### config.mk
export PLATFORM = sky130hd
export DESIGN_NAME = dmem_arbiter
export DESIGN_NICKNAME = d
export VERILOG_FILES = /design/src/rtl/dmem_arb_pkg.sv /design/src/rtl/dmem_arbiter_rr_arb2.sv /design/src/rtl/dmem_arbiter.sv
export SDC_FILE = /design/constraint.sdc
export NUM_CORES = 1
export LEC_CHECK = 0
export CAP_MARGIN = 30
export CELL_PAD_IN_SITES_DETAIL_PLACEMENT = 0
export CELL_PAD_IN_SITES_GLOBAL_PLACEMENT = 1
export CORE_AREA = 5 5 85 87
export DETAILED_ROUTE_END_ITERATION = 10
export DIE_AREA = 0 0 90 92
export DONT_BUFFER_PORTS = 1
export PLACE_DENSITY_LB_ADDON = 0.1
export SYNTH_ARGS = -nofsm -noshare
export SYNTH_HDL_FRONTEND = slang
export SYNTH_SLANG_ARGS = --single-unit
### constraint.sdc
create_clock -name clk -period 3 [get_ports clk]
set_clock_uncertainty 0.05 [all_clocks]
set_input_delay 0.6 -clock clk [delete_from_list [all_inputs] [get_ports clk]]
set_output_delay 0.6 -clock clk [all_outputs]
set_load 0.01 [all_outputs]
### src/rtl/dmem_arb_pkg.sv
// -----------------------------------------------------------------------------
// dmem_arb_pkg
// Shared definitions for the two-port data-memory arbiter:
//   - state_e   : sequencer states (IDLE -> ACCESS -> DONE)
//   - PORT_CPU  : index of the CPU load/store port (port 0)
//   - PORT_DBG  : index of the debug/DMA loader port (port 1)
//   - DW_DEF / AW_DEF / DEPTH_DEF : default data width, address width, depth
// -----------------------------------------------------------------------------
package dmem_arb_pkg;

    typedef enum logic [1:0] {
        IDLE   = 2'd0,
        ACCESS = 2'd1,
        DONE   = 2'd2
    } state_e;

    localparam logic PORT_CPU = 1'b0;
    localparam logic PORT_DBG = 1'b1;

    localparam int DW_DEF    = 16;
    localparam int AW_DEF    = 16;
    localparam int DEPTH_DEF = 8;

endpackage

### src/rtl/dmem_arbiter_rr_arb2.sv
// -----------------------------------------------------------------------------
// rr_arb2
// Combinational two-way round-robin pick.
//   req0_i       : request from port 0
//   req1_i       : request from port 1
//   last_grant_i : port granted most recently
//   grant_o      : winning port index (meaningful only when valid_o is high)
//   valid_o      : at least one request is pending
// On a tie the port that was not granted last wins.
// -----------------------------------------------------------------------------
module rr_arb2
    import dmem_arb_pkg::*;
(
    input  logic req0_i,
    input  logic req1_i,
    input  logic last_grant_i,
    output logic grant_o,
    output logic valid_o
);

    always_comb begin
        valid_o = req0_i | req1_i;
        grant_o = PORT_CPU;
        if (req0_i && req1_i) begin
            grant_o = (last_grant_i == PORT_CPU) ? PORT_DBG : PORT_CPU;
        end else if (req1_i) begin
            grant_o = PORT_DBG;
        end
    end

endmodule

### src/rtl/dmem_arbiter.sv
// -----------------------------------------------------------------------------
// dmem_arbiter
// Shares a single-port data memory between the CPU port (p0) and the
// debug/DMA port (p1). Every access runs IDLE -> ACCESS -> DONE; all
// memory-side signals and all port outputs come straight from registers.
// Out-of-range addresses (addr >= DEPTH) never touch the memory and are
// reported through px_err together with px_ack.
//   clk, rst                 : clock, asynchronous active-high reset
//   px_req/px_we/px_addr/px_wdata : port request and command (x = 0,1)
//   px_ack/px_rdata/px_err   : one-cycle completion, read data, range error
//   mem_address/mem_write_data/mem_write_enable/mem_read_enable : to memory
//   mem_read_data            : combinational read data from memory
// -----------------------------------------------------------------------------
module dmem_arbiter
    import dmem_arb_pkg::*;
#(
    parameter int DW    = DW_DEF,
    parameter int AW    = AW_DEF,
    parameter int DEPTH = DEPTH_DEF
) (
    input  logic          clk,
    input  logic          rst,
    input  logic          p0_req,
    input  logic          p0_we,
    input  logic [AW-1:0] p0_addr,
    input  logic [DW-1:0] p0_wdata,
    output logic          p0_ack,
    output logic [DW-1:0] p0_rdata,
    output logic          p0_err,
    input  logic          p1_req,
    input  logic          p1_we,
    input  logic [AW-1:0] p1_addr,
    input  logic [DW-1:0] p1_wdata,
    output logic          p1_ack,
    output logic [DW-1:0] p1_rdata,
    output logic          p1_err,
    output logic [AW-1:0] mem_address,
    output logic [DW-1:0] mem_write_data,
    output logic          mem_write_enable,
    output logic          mem_read_enable,
    input  logic [DW-1:0] mem_read_data
);

    state_e        state_q;
    logic          last_grant_q;
    logic          win_q;
    logic          we_q;
    logic          in_range_q;
    logic [1:0]    ack_q;
    logic [1:0]    err_q;
    logic [DW-1:0] rdata_q [2];
    logic [AW-1:0] mem_addr_q;
    logic [DW-1:0] mem_wdata_q;
    logic          mem_we_q;
    logic          mem_re_q;

    logic          arb_grant;
    logic          arb_valid;
    logic          sel_we_d;
    logic [AW-1:0] sel_addr_d;
    logic [DW-1:0] sel_wdata_d;
    logic          sel_in_range_d;

    rr_arb2 u_rr_arb2 (
        .req0_i       (p0_req),
        .req1_i       (p1_req),
        .last_grant_i (last_grant_q),
        .grant_o      (arb_grant),
        .valid_o      (arb_valid)
    );

    // Command of whichever port the arbiter picks this cycle.
    always_comb begin
        sel_we_d       = (arb_grant == PORT_DBG) ? p1_we    : p0_we;
        sel_addr_d     = (arb_grant == PORT_DBG) ? p1_addr  : p0_addr;
        sel_wdata_d    = (arb_grant == PORT_DBG) ? p1_wdata : p0_wdata;
        sel_in_range_d = (sel_addr_d < AW'(DEPTH));
    end

    always_ff @(posedge clk or posedge rst) begin
        if (rst) begin
            state_q      <= IDLE;
            last_grant_q <= PORT_DBG;   // port 0 wins the first tie
            win_q        <= PORT_CPU;
            we_q         <= 1'b0;
            in_range_q   <= 1'b0;
            ack_q        <= '0;
            err_q        <= '0;
            rdata_q[0]   <= '0;
            rdata_q[1]   <= '0;
            mem_addr_q   <= '0;
            mem_wdata_q  <= '0;
            mem_we_q     <= 1'b0;
            mem_re_q     <= 1'b0;
        end else begin
            // Pulse-type outputs fall back to zero unless a state sets them.
            ack_q       <= '0;
            err_q       <= '0;
            mem_addr_q  <= '0;
            mem_wdata_q <= '0;
            mem_we_q    <= 1'b0;
            mem_re_q    <= 1'b0;
            case (state_q)
                IDLE: begin
                    if (arb_valid) begin
                        win_q        <= arb_grant;
                        last_grant_q <= arb_grant;
                        we_q         <= sel_we_d;
                        in_range_q   <= sel_in_range_d;
                        state_q      <= ACCESS;
                        // Memory strobes are loaded here so they are
                        // registered during the ACCESS cycle.
                        if (sel_in_range_d) begin
                            mem_addr_q <= sel_addr_d;
                            mem_we_q   <= sel_we_d;
                            mem_re_q   <= ~sel_we_d;
                            if (sel_we_d) begin
                                mem_wdata_q <= sel_wdata_d;
                            end
                        end
                    end
                end
                ACCESS: begin
                    if (!in_range_q) begin
                        rdata_q[win_q] <= '0;
                        err_q[win_q]   <= 1'b1;
                    end else if (!we_q) begin
                        rdata_q[win_q] <= mem_read_data;
                    end
                    ack_q[win_q] <= 1'b1;
                    state_q      <= DONE;
                end
                DONE: begin
                    state_q <= IDLE;
                end
                default: begin
                    state_q <= IDLE;
                end
            endcase
        end
    end

    assign p0_ack           = ack_q[0];
    assign p1_ack           = ack_q[1];
    assign p0_err           = err_q[0];
    assign p1_err           = err_q[1];
    assign p0_rdata         = rdata_q[0];
    assign p1_rdata         = rdata_q[1];
    assign mem_address      = mem_addr_q;
    assign mem_write_data   = mem_wdata_q;
    assign mem_write_enable = mem_we_q;
    assign mem_read_enable  = mem_re_q;

endmodule
Word-level counts from Yosys, hierarchy flattened --
Index checks and enable logic that the tools add are counted.
Word-level totals: flip-flop bits (word level) 76, latch bits 0, bits in writable memories 0, ROM bits 0, input bits 86, word-level logic and storage cells 63, memories kept 0
Operators by class: add/sub/neg operators 0, multipliers 0, div/mod/pow operators 0, order comparisons 5, equal/unequal tests 3, shifts and indexed selects 0, multiplexer cells 31, bitwise operators 5, reductions and logical operators 6
Operator list (number):
- 2-to-1 mux 16 bit | 10
- 2-to-1 mux 32 bit | 2
- AND 32 bit | 1
- bitwise mux 32 bit | 1
- inverter 32 bit | 1
- demux 16 bit (select 1 bit) | 1
- less-than comparator 16 x 4 -> 1 bit (second input constant) | 1
- 2-to-1 mux 1 bit | 11
- 2-to-1 mux 2 bit | 4
- inequality test 2 bit (second input constant) | 2
- case mux 2 bit (2 select lines) | 1
- AND reduction 2 bit | 2
- logical AND 1 bit | 3
- == test 2 x 1 -> 1 bit (second input constant) | 1
- >= comparator 2 bit (second input constant) | 1
- logical NOT 2 bit | 1
- less-than comparator 1 x 2 -> 1 bit (second input constant) | 1
- less-than comparator 2 x 1 -> 1 bit (second input constant) | 1
- inverter 1 -> 2 bit | 1
- demux 1 bit (select 1 bit) | 1
- >= comparator 1 bit (second input constant) | 1
- inverter 1 bit | 1
- bitwise OR 1 bit | 1

Longest topological paths before layout --
depth in word-level cells 8, gate-level depth with buffers 6, mapped depth without buffers 5

Hierarchy --
A second synthesis with hierarchy kept.
Unflattened totals: cells, all modules 199, area, all modules 2815.2 um2
By module, submodules not included:
- dmem_arbiter | times used 1, cells an instance 197, area an instance 2801.4 um2, seq. area each 1903.1 um2
- rr_arb2 | times used 1, cells an instance 2, area an instance 13.8 um2, seq. area each 0.0 um2

Worst setup path before layout --
Ideal clock, no wire load.
path kind input to register, start point input port p1_addr[14], end point register mem_wdata_q[10], in the netlist mem_write_data[10], arrival time 1845 ps, setup slack 1011 ps, cell stages on the path 5, buffers on the path 1, cells stage by stage or4_4 -> nor4_4 -> nand4_4 -> buf_6 -> a221oi_2
On the way: cells in the longest elaborated chain, start to end 5
Ends and longest elaborated chain:
- start, declared | RTL line dmem_arbiter.sv:32 | input logic [AW-1:0] p1_addr,
- 2-to-1 mux 16 bit | RTL line dmem_arbiter.sv:75 | sel_addr_d = (arb_grant == PORT_DBG) ? p1_addr : p0_addr;
- less-than comparator 16 x 4 -> 1 bit | RTL line dmem_arbiter.sv:77 | sel_in_range_d = (sel_addr_d < AW'(DEPTH));
- 2-to-1 mux 16 bit | RTL line dmem_arbiter.sv:113 | if (sel_in_range_d) begin
- 2-to-1 mux 16 bit | RTL line dmem_arbiter.sv:105 | if (arb_valid) begin
- 2-to-1 mux 16 bit | RTL line dmem_arbiter.sv:103 | case (state_q)
- end signal, assigned | RTL line dmem_arbiter.sv:118 | mem_wdata_q <= sel_wdata_d;
- end, declared | RTL line dmem_arbiter.sv:53 | logic [DW-1:0] mem_wdata_q;
No other way between the ends. A chain may end at the register's enable or synchronous reset.

Worst setup path after layout --
start point input port p1_addr[14], end point register mem_wdata_q[11], in the netlist mem_write_data[11]
Same word-level chain as after synthesis.

==> out/qor.yml <==
ys_ff_latch: 76
gr-usage-all-layers: 0.1718
grt_max_degree: 54
synth_edf_count: 0
die_area_um2: 8280
cts_max_level: 3
postCtsSetupBuffers: 0
run_status: "completed"
fp.dieH_um: 92
syn2layout_area_growth_pct: 11.75
startpoint_type: "input pin"
synth_ff_type: "dfrtp_1"
avgSynthCellArea_um2: 13.62
drc: 0
synthCells: 215
cts.path.max_buffers: 2
r2r_start: "last_grant_q"
period_needed_ns: 1.979
ant_nets: 0
synth-seq-area-share: 0.6497
tritoncts: "built"
leakage_nw: 1.510
grt_pass1_vias: 1976
setup_viol: 0
crit_start: "p1_addr[14]"
cts_hold_buf: 0
holdWs_ns: 0.1302
globalplace.congestion: 0.7589
final_common_cell: "dfrtp_1"
avgViaCountPerCell: 5.962
grt_overflow: 0
hold_violations: 0
core-area_um2: 6277
die_x_um: 90
synthArstFlopShare: 1.000
clkTransAtPathRegs_ns: 0.08
drt-initial-drc-count: 73
antenna_found_initial: 0
peakVddDrop_mv: 0.4242
rows: 29
tightest_slew_ns: 0.6834
relSlewSlack: 0.5431
post_cts_resized: 0
initial_core_util: 0.4666
p_per_area_nw_per_um2: 691.4
crit_path_end_kind: "flip-flop"
crit_fanout: 22
hp-class: "in -> async"
clock-sinks: 76
hpwl_um: 5406
cp.arrival_ns: 2.16
synth_area_um2: 2929
cts_root_buf: "clkbuf_8"
cts_buffers: 9
grt_pass1_wl_um: 11050
wl_um: 7188
slew_violations: 0
yosys_warnings: 0
drt_first_pass_iters: 4
vias: 1872
drive_above_1_share: 0.1941
worstSkewPairLatency_ns: 0.32
finalSetupTns_ns: 0
ys_types: 32
nNetsFinal: 318
fmaxAchievable_ghz: 0.5052
crit_required_ns: 3.18
wire_per_inst_um: 22.89
port-buffer-count: 0
period_share: 0.6598
rsz0062_at_grt: "no"
diodes: 0
worstSetupPathType: "in -> reg"
io_pins: 156
max_cap_viol_count: 0
layout_common_cells: "75 x dfrtp_1, 37 x nand2_1, 32 x a22o_1"
## flip-flops by register name, summed over array words and instances, names as in the netlist
register and cells:
p1_rdata 16, we_q 1, mem_address 16, state_q 2
win_q 1, in_range_q 1, p0_rdata 16, err_q 2
mem_read_enable 1, mem_write_enable 1, ack_q 2, mem_write_data 16
last_grant_q 1
## cells by family (layout without fill, tap and decap cells)
family          Yosys count  count (layout)  share of synthesized area
compound gates           59              59                     0.2003
buf+inv                  16              26                    0.02862
flops                    76              76                     0.6497
mux                       5               5                    0.01879
other cells               1              13                   0.001280
simple gates             58              58                     0.1012
## worst paths after layout
check,depth (start not counted),slack (ns),to
setup reg to reg,4,1.16,mem_write_data[11]
hold / removal,1,0.13,mem_write_data[4]
setup / recovery,4,1.02,mem_write_data[11]
min in group clk,1,0.28,last_grant_q
hold reg to reg,1,0.41,state_q[1]
max in group asynchronous,2,2.11,mem_write_enable
## routing by layer
layer  global-route usage  vias to the layer above  part of all wire
met3              0.06301                        9             0.093
met4              0.06700                        0             0.015
li1                     -                      808                 -
met1               0.1958                      939              0.37
met5                    0                        -                 0
met2               0.2945                      116              0.52
## layout make-up
type / count / area [um^2]
clock inverters: 6 / 86.33
fillers: 527 / 3004
well taps: 77 / 96.34
flip-flops and latches: 76 / 1903
clock buffers: 10 / 127.6
repair buffers: 6 / 57.56
multi-input cells: 135 / 987.2
inverters: 4 / 15.01
## Yosys cell counts, types with 2 or more instances
master / number / area [um^2]
or4_1: 3 / 22.52
a21oi_1: 6 / 30.03
a22o_1: 32 / 280.3
a221oi_1: 2 / 17.52
inv_1: 4 / 15.01
buf_6: 2 / 22.52
clkbuf_1: 5 / 18.77
nor3_2: 2 / 20.02
dfrtp_1: 75 / 1877
nand2_1: 37 / 138.9
nor2_1: 7 / 26.28
nand2b_1: 2 / 12.51
buf_2: 4 / 20.02
mux2i_1: 3 / 30.03
a221oi_2: 14 / 210.2
## report_power, final
group | switching (mW) | total, mW | internal [mW]
sequential | 0.0576 | 1.15 | 1.09
clock | 0.363 | 0.832 | 0.469
combinational | 0.205 | 0.281 | 0.0762
total | 0.625 | 2.26 | 1.64
## metrics by stage
stage	worst slack, ns	std cells	total power, mW	util	cell area, um^2
after CTS	1.042	314	2.289	0.5214	3273
final	1.021	314	2.263	0.5214	3273
after global routing	0.9576	314	2.372	0.5214	3273
after detailed placement	0.6863	298	1.455	0.4873	3059
after global placement	0.7718	298	1.443	0.4873	3059
after floorplan	0.4133	227	1.379	-	2974
## critical path, cell delays in order
cell      delay (ns)
or4_4           0.53
nor4_4          0.21
nand4_4         0.42
a221oi_2        0.40
(Power assumes the default switching activity.)
